$ cat config.mk
export PLATFORM = sky130hd
export DESIGN_NAME = sram_bank_sequencer
export DESIGN_NICKNAME = d
export VERILOG_FILES = /design/src/rtl/sram_bank_sequencer.sv
export SDC_FILE = /design/constraint.sdc
export NUM_CORES = 1
export LEC_CHECK = 0
export BUFFER_PORTS_ARGS = -buffer_cell sky130_fd_sc_hd__buf_2
export CORE_MARGIN = 3
export CORE_UTILIZATION = 44
export DETAILED_ROUTE_END_ITERATION = 8
export PLACE_DENSITY = 0.75
export SLEW_MARGIN = 40
export SYNTH_ARGS = -nofsm -noshare
export SYNTH_HDL_FRONTEND = slang
export SYNTH_SLANG_ARGS = --single-unit
$ cat constraint.sdc
create_clock -name clk -period 1.66 [get_ports clk]
set_clock_uncertainty 0.2 [all_clocks]
set_input_delay 0.166 -clock clk [delete_from_list [all_inputs] [get_ports clk]]
set_output_delay 0.166 -clock clk [all_outputs]
set_load 0.005 [all_outputs]
$ cat src/rtl/sram_bank_sequencer.sv
// Sequences one SRAM bank access (read or write) across a fixed frame of PHASES phases.
// Latency: a request accepted in the last phase occupies the next full frame. Read data
//          is returned in the phase 0 that follows, PHASES+1 cycles after acceptance.
// Backpressure: requests are only taken in the last phase. Responses cannot be stalled.
//
// Ports:
//   clk, reset                    - single rising-edge clock, synchronous active-high reset
//   req_valid/req_ready           - request handshake. The fields are latched on acceptance.
//   req_write, req_addr_a/b,      - request fields
//   req_wdata
//   phase                         - current phase index, 0..PHASES-1
//   addr_a/b, wdata, read_en,     - registered bank controls
//   write_en, reg_wrt_bar
//   rd_data_a/b                   - bank read outputs, sampled in the last phase of a read frame
//   rsp_valid, rsp_data_a/b       - read response pulse and held read data
//   wr_done                       - write completion pulse
//   busy                          - a frame is in flight
module sram_bank_sequencer #(
  parameter int PHASES = 10,
  parameter int DATA_W = 16,
  parameter int ADDR_W = 5
) (
  input  logic                      clk,
  input  logic                      reset,
  input  logic                      req_valid,
  output logic                      req_ready,
  input  logic                      req_write,
  input  logic [ADDR_W-1:0]         req_addr_a,
  input  logic [ADDR_W-1:0]         req_addr_b,
  input  logic [DATA_W-1:0]         req_wdata,
  output logic [$clog2(PHASES)-1:0] phase,
  output logic [ADDR_W-1:0]         addr_a,
  output logic [ADDR_W-1:0]         addr_b,
  output logic [DATA_W-1:0]         wdata,
  output logic                      read_en,
  output logic                      write_en,
  output logic                      reg_wrt_bar,
  input  logic [DATA_W-1:0]         rd_data_a,
  input  logic [DATA_W-1:0]         rd_data_b,
  output logic                      rsp_valid,
  output logic [DATA_W-1:0]         rsp_data_a,
  output logic [DATA_W-1:0]         rsp_data_b,
  output logic                      wr_done,
  output logic                      busy
);

  localparam int PW = $clog2(PHASES);
  localparam logic [PW-1:0] LAST     = PW'(PHASES - 1);
  localparam logic [PW-1:0] PH_ADDR  = PW'(2);
  localparam logic [PW-1:0] PH_WDATA = PW'(4);
  localparam logic [PW-1:0] PH_RWB   = PW'(6);
  localparam logic [PW-1:0] PH_RE0   = PW'(6);
  localparam logic [PW-1:0] PH_RE1   = PW'(7);
  localparam logic [PW-1:0] PH_WE    = PW'(8);

  typedef enum logic {IDLE = 1'b0, ACTIVE = 1'b1} state_t;

  state_t              state_q, state_d;
  logic [PW-1:0]       phase_d;
  logic                lat_write_q, lat_write_d;
  logic [ADDR_W-1:0]   lat_a_q, lat_a_d, lat_b_q, lat_b_d;
  logic [DATA_W-1:0]   lat_wdata_q, lat_wdata_d;

  logic                last_phase, accept, frame_d, wr_frame_d, rd_frame_d;
  logic                rd_capture;
  logic [ADDR_W-1:0]   addr_a_d, addr_b_d;
  logic [DATA_W-1:0]   wdata_d;
  logic                read_en_d, write_en_d, reg_wrt_bar_d, rsp_valid_d, wr_done_d;

  always_comb begin
    last_phase    = (phase == LAST);
    // Acceptance is possible in either state, so readiness reduces to
    // "last phase". It is held low while reset is asserted.
    req_ready     = last_phase && !reset;
    accept        = req_valid && req_ready;
    phase_d       = last_phase ? '0 : phase + PW'(1);

    state_d       = state_q;
    if (last_phase) begin
      state_d = accept ? ACTIVE : IDLE;
    end

    lat_write_d   = accept ? req_write  : lat_write_q;
    lat_a_d       = accept ? req_addr_a : lat_a_q;
    lat_b_d       = accept ? req_addr_b : lat_b_q;
    lat_wdata_d   = accept ? req_wdata  : lat_wdata_q;

    // Bank outputs are registered, so they are decoded from the state, phase
    // and latched request that will be current in the next cycle.
    frame_d       = (state_d == ACTIVE);
    wr_frame_d    = frame_d && lat_write_d;
    rd_frame_d    = frame_d && !lat_write_d;

    addr_a_d      = (frame_d && phase_d >= PH_ADDR) ? lat_a_d : '0;
    addr_b_d      = (frame_d && phase_d >= PH_ADDR) ? lat_b_d : '0;
    wdata_d       = (wr_frame_d && phase_d >= PH_WDATA) ? lat_wdata_d : '0;
    reg_wrt_bar_d = wr_frame_d && (phase_d >= PH_RWB);
    write_en_d    = wr_frame_d && (phase_d == PH_WE);
    read_en_d     = rd_frame_d && (phase_d == PH_RE0 || phase_d == PH_RE1);

    // Frame completion is decided from the frame that is ending now. It does
    // not depend on any request accepted in the same cycle.
    rd_capture    = (state_q == ACTIVE) && last_phase && !lat_write_q;
    rsp_valid_d   = rd_capture;
    wr_done_d     = (state_q == ACTIVE) && last_phase && lat_write_q;

    busy          = (state_q == ACTIVE);
  end

  always_ff @(posedge clk) begin
    if (reset) begin
      state_q     <= IDLE;
      phase       <= '0;
      lat_write_q <= 1'b0;
      lat_a_q     <= '0;
      lat_b_q     <= '0;
      lat_wdata_q <= '0;
      addr_a      <= '0;
      addr_b      <= '0;
      wdata       <= '0;
      read_en     <= 1'b0;
      write_en    <= 1'b0;
      reg_wrt_bar <= 1'b0;
      rsp_valid   <= 1'b0;
      rsp_data_a  <= '0;
      rsp_data_b  <= '0;
      wr_done     <= 1'b0;
    end else begin
      state_q     <= state_d;
      phase       <= phase_d;
      lat_write_q <= lat_write_d;
      lat_a_q     <= lat_a_d;
      lat_b_q     <= lat_b_d;
      lat_wdata_q <= lat_wdata_d;
      addr_a      <= addr_a_d;
      addr_b      <= addr_b_d;
      wdata       <= wdata_d;
      read_en     <= read_en_d;
      write_en    <= write_en_d;
      reg_wrt_bar <= reg_wrt_bar_d;
      rsp_valid   <= rsp_valid_d;
      wr_done     <= wr_done_d;
      if (rd_capture) begin
        rsp_data_a <= rd_data_a;
        rsp_data_b <= rd_data_b;
      end
    end
  end

endmodule

==> results.md <==
- Crit path time final: 1.81 ns
- CTS max path bufs: 2
- Mapped Cells: 383
- CTS tree: done
- Setup TNS: -4.66 ns
- Clock slew at reported path FFs: approximately 0.10 ns
- Worst path required time: approximately 1.7 ns
- N_diodes: 0
- Critical Path Max Stage Delay: around 0.42 ns
- Sequential power share: between 50% and 60%
- IO Port Bufs: between 100 and 150
- Final WL: 12200 um
- Asr flop ratio synth: 0%
- Clock power frac: approximately 36%
- Kind of end point of the critical path: flip-flop
- Tcrit/Tclk final: 109%
- P_int: 3.11 mW
- Layout Area Growth over Synthesis: 58.6%
- Initial Utilization: 46.2%
- First-pass GRT wire length: about 19000 um
- Syn avg cell area: between 9 and 10 um^2
- Initial DRC Count: 239
- PwrDens: around 730 nW/um^2
- Final Worst Setup Slack: -0.147 ns
- Buf/Inv on CP: 3
- Ratio of cells with drive above 1 in the final layout: about two fifths
- Syn Nets: between 400 and 500
- Most common cell after layout, fill and taps aside: buf_2
- Max-Cap Viols: 0
- # rows: 32
- Net switching power: around 1.1 mW
- Die H: slightly below 100 um
- Hold Violations, Final: 0
- Worst-Skew Late Latency: around 0.36 ns
- Fin. max-slew vios: 0
- Crit-path leading delay family: simple AND/OR/NAND/NOR gates
- Post-synthesis register bit count: 95
- Minimum hold slack: approximately 0.077 ns
- Max Fclk: around 550 MHz
- DRC viols: 0
- GP Congestion: a little over 0.8
- Sequential Area: ~1900 um^2
- Share of the yosys chip area belonging to registers: a little over half
- Comb power frac: 9.7%
- Crit path kind: flip-flop to flip-flop
- Die width: ~97 um
- Netlist cell types: 40
- Post-synth EDFFs: 0
- CP Cell Sequence: buf_6, and4bb_4, buf_4, clkbuf_16, nand3_1, a211oi_2
- Fillers: roughly 560
- Worst path arrival time: 1.89 ns
- Worst-path fanout max: 7
- Least-Margin Pin Slew: roughly 0.38 ns
- Grt total ovfl: 0
- VDD IR-drop max: a little over 0.0005 V
- Startpoint Class: flip-flop
- Final cell count without fillers: just under 700
- Largest net degree at the start of global routing: 34
- Rel. slew slack: between 70% and 80%
- Root buf cell: clkbuf_8
- Die area: roughly 9400 um^2
- Io pins: 131
- Remaining antenna violation count: 0
- Status: finished, violations left
- Placed Cells: 602
- Slowest-stage cell, CP: and4bb_4
- Synth area leader: dfxtp_1
- Multi-input gate area: approximately 1700 um^2
- Vias: 3811
- Power, Total: about 4.2 mW
- CTS buffer count: 9
- # setup viols final: 75
- GRT Util Overall: 24.2%
- Clock Sinks: 95
- RSZ-0062 raised after global routing: yes
- Pleak: ~2.3 nW
- H-tree depth: 3
- Worst hold-check path type: primary input to flip-flop
- DP HPWL: 6490 um
- Area contributors post-synth: dfxtp_1, a21oi_1, o21ai_0
- Violated checks: negative setup slack
- Via density: 5.48
- Vias in the first global route: a little under 4000
- WL per Instance: between 15 and 20 um
- Yosys warns: 0
- DR pass1 iterations: 5
- Initial antenna violation count: 0
- Sw Share: between 20% and 30%
- Core area: 7850 um^2
- Main flop type after synthesis: dfxtp_1
- Mapped Area: ~3600 um^2
- Commonest cells after routing, fill and taps aside: buf_2, dfxtp_1, dlygate4sd3_1, a21oi_1, nand3_1
- Layout Nets: 650
- Post-synth top area share: between 50% and 60%
## metal layers
layer / up-vias / global-route usage [%] / routed length (um)
met3: 17 / 5.91 / 1050
met5: - / 0 / 0
met2: 196 / 42.0 / 6190
met1: 1793 / 29.5 / 4760
met4: 0 / 7.34 / 154
li1: 1805 / - / -
## metrics by stage
step | utilization (%) | cell area (um^2) | setup WS (ns)
finish | 73.2 | 5740 | -0.147
global route | 73.2 | 5740 | -0.181
CTS | 70.3 | 5520 | -0.0484
detailed placement | 57.1 | 4480 | -0.0764
global placement | 57.1 | 4480 | 0.0134
floorplan | - | 3620 | 0.0211
## tightest hold or removal path, cell delays in order
cell	delay, ns
buf_2	0.17
nor2b_1	0.08
and3_1	0.18
## final timing paths
kind / slack (ns) / startpoint / to / cells past startpoint
worst max-delay path: -0.15 / phase[1] / wdata[4] / 6
worst min-delay path: 0.08 / reset / wr_done / 3
worst max register to register: -0.15 / phase[1] / wdata[4] / 6
worst min register to register: 0.28 / rsp_data_a[9] / rsp_data_a[9] / 2
## flip-flops by register name (all words and copies together), names as in the netlist, 4 cells and up
| register | cells |
|---|---|
| rsp_data_b | 16 |
| lat_a_q | 5 |
| wdata | 16 |
| addr_a | 5 |
| lat_b_q | 5 |
| phase | 4 |
| rsp_data_a | 16 |
| addr_b | 5 |
| lat_wdata_q | 16 |
## layout make-up
class	instances	share of cell area [%]
Clock buffer	9	2.16
Clock inverter	7	1.31
Inverter	2	0.131
Multi-Input combinational cell	247	29.1
Sequential cell	95	33.3
Tap cell	102	2.22
Timing Repair Buffer	233	31.8
## power by group through the flow
stage	Combinational, mW	Clock, mW	Sequential (mW)
2_1_floorplan	0.110	0	2.34
3_3_place_gp	0.242	0	2.34
3_5_place_dp	0.244	0	2.34
4_1_cts	0.402	1.54	2.29
5_1_grt	0.437	1.63	2.29
6_report	0.410	1.52	2.29
## cells in the mapped netlist (all sizes together) (2+ instances only)
cell,number
nand2b,4
nor2,4
a211oi,27
o21ai,60
a21oi,61
mux2i,2
nand3,59
buf,21
nor2b,5
inv,2
nand2,3
clkbuf,19
dfxtp,95
## kinds of logic (layout without fill, tap and decap cells)
logic type / after synthesis / in the layout / share of synthesized area, %
simple gates: 88 / 88 / 13.4
mux: 3 / 4 / 1.31
flops: 95 / 95 / 52.5
xor+xnor: 2 / 2 / 0.484
compound gates: 153 / 153 / 26.4
buf+inv: 42 / 251 / 5.91
## timing repair
action,in CTS,in global routing
endpoints found under the setup margin,71,82
buffers inserted,8,4
cloned,3,5
pin swaps,4,11
hold buffers,60,0
hold endpoints to repair,87,0
gates resized for setup,31,45
No activity file was read; power rests on OpenSTA's default activity.
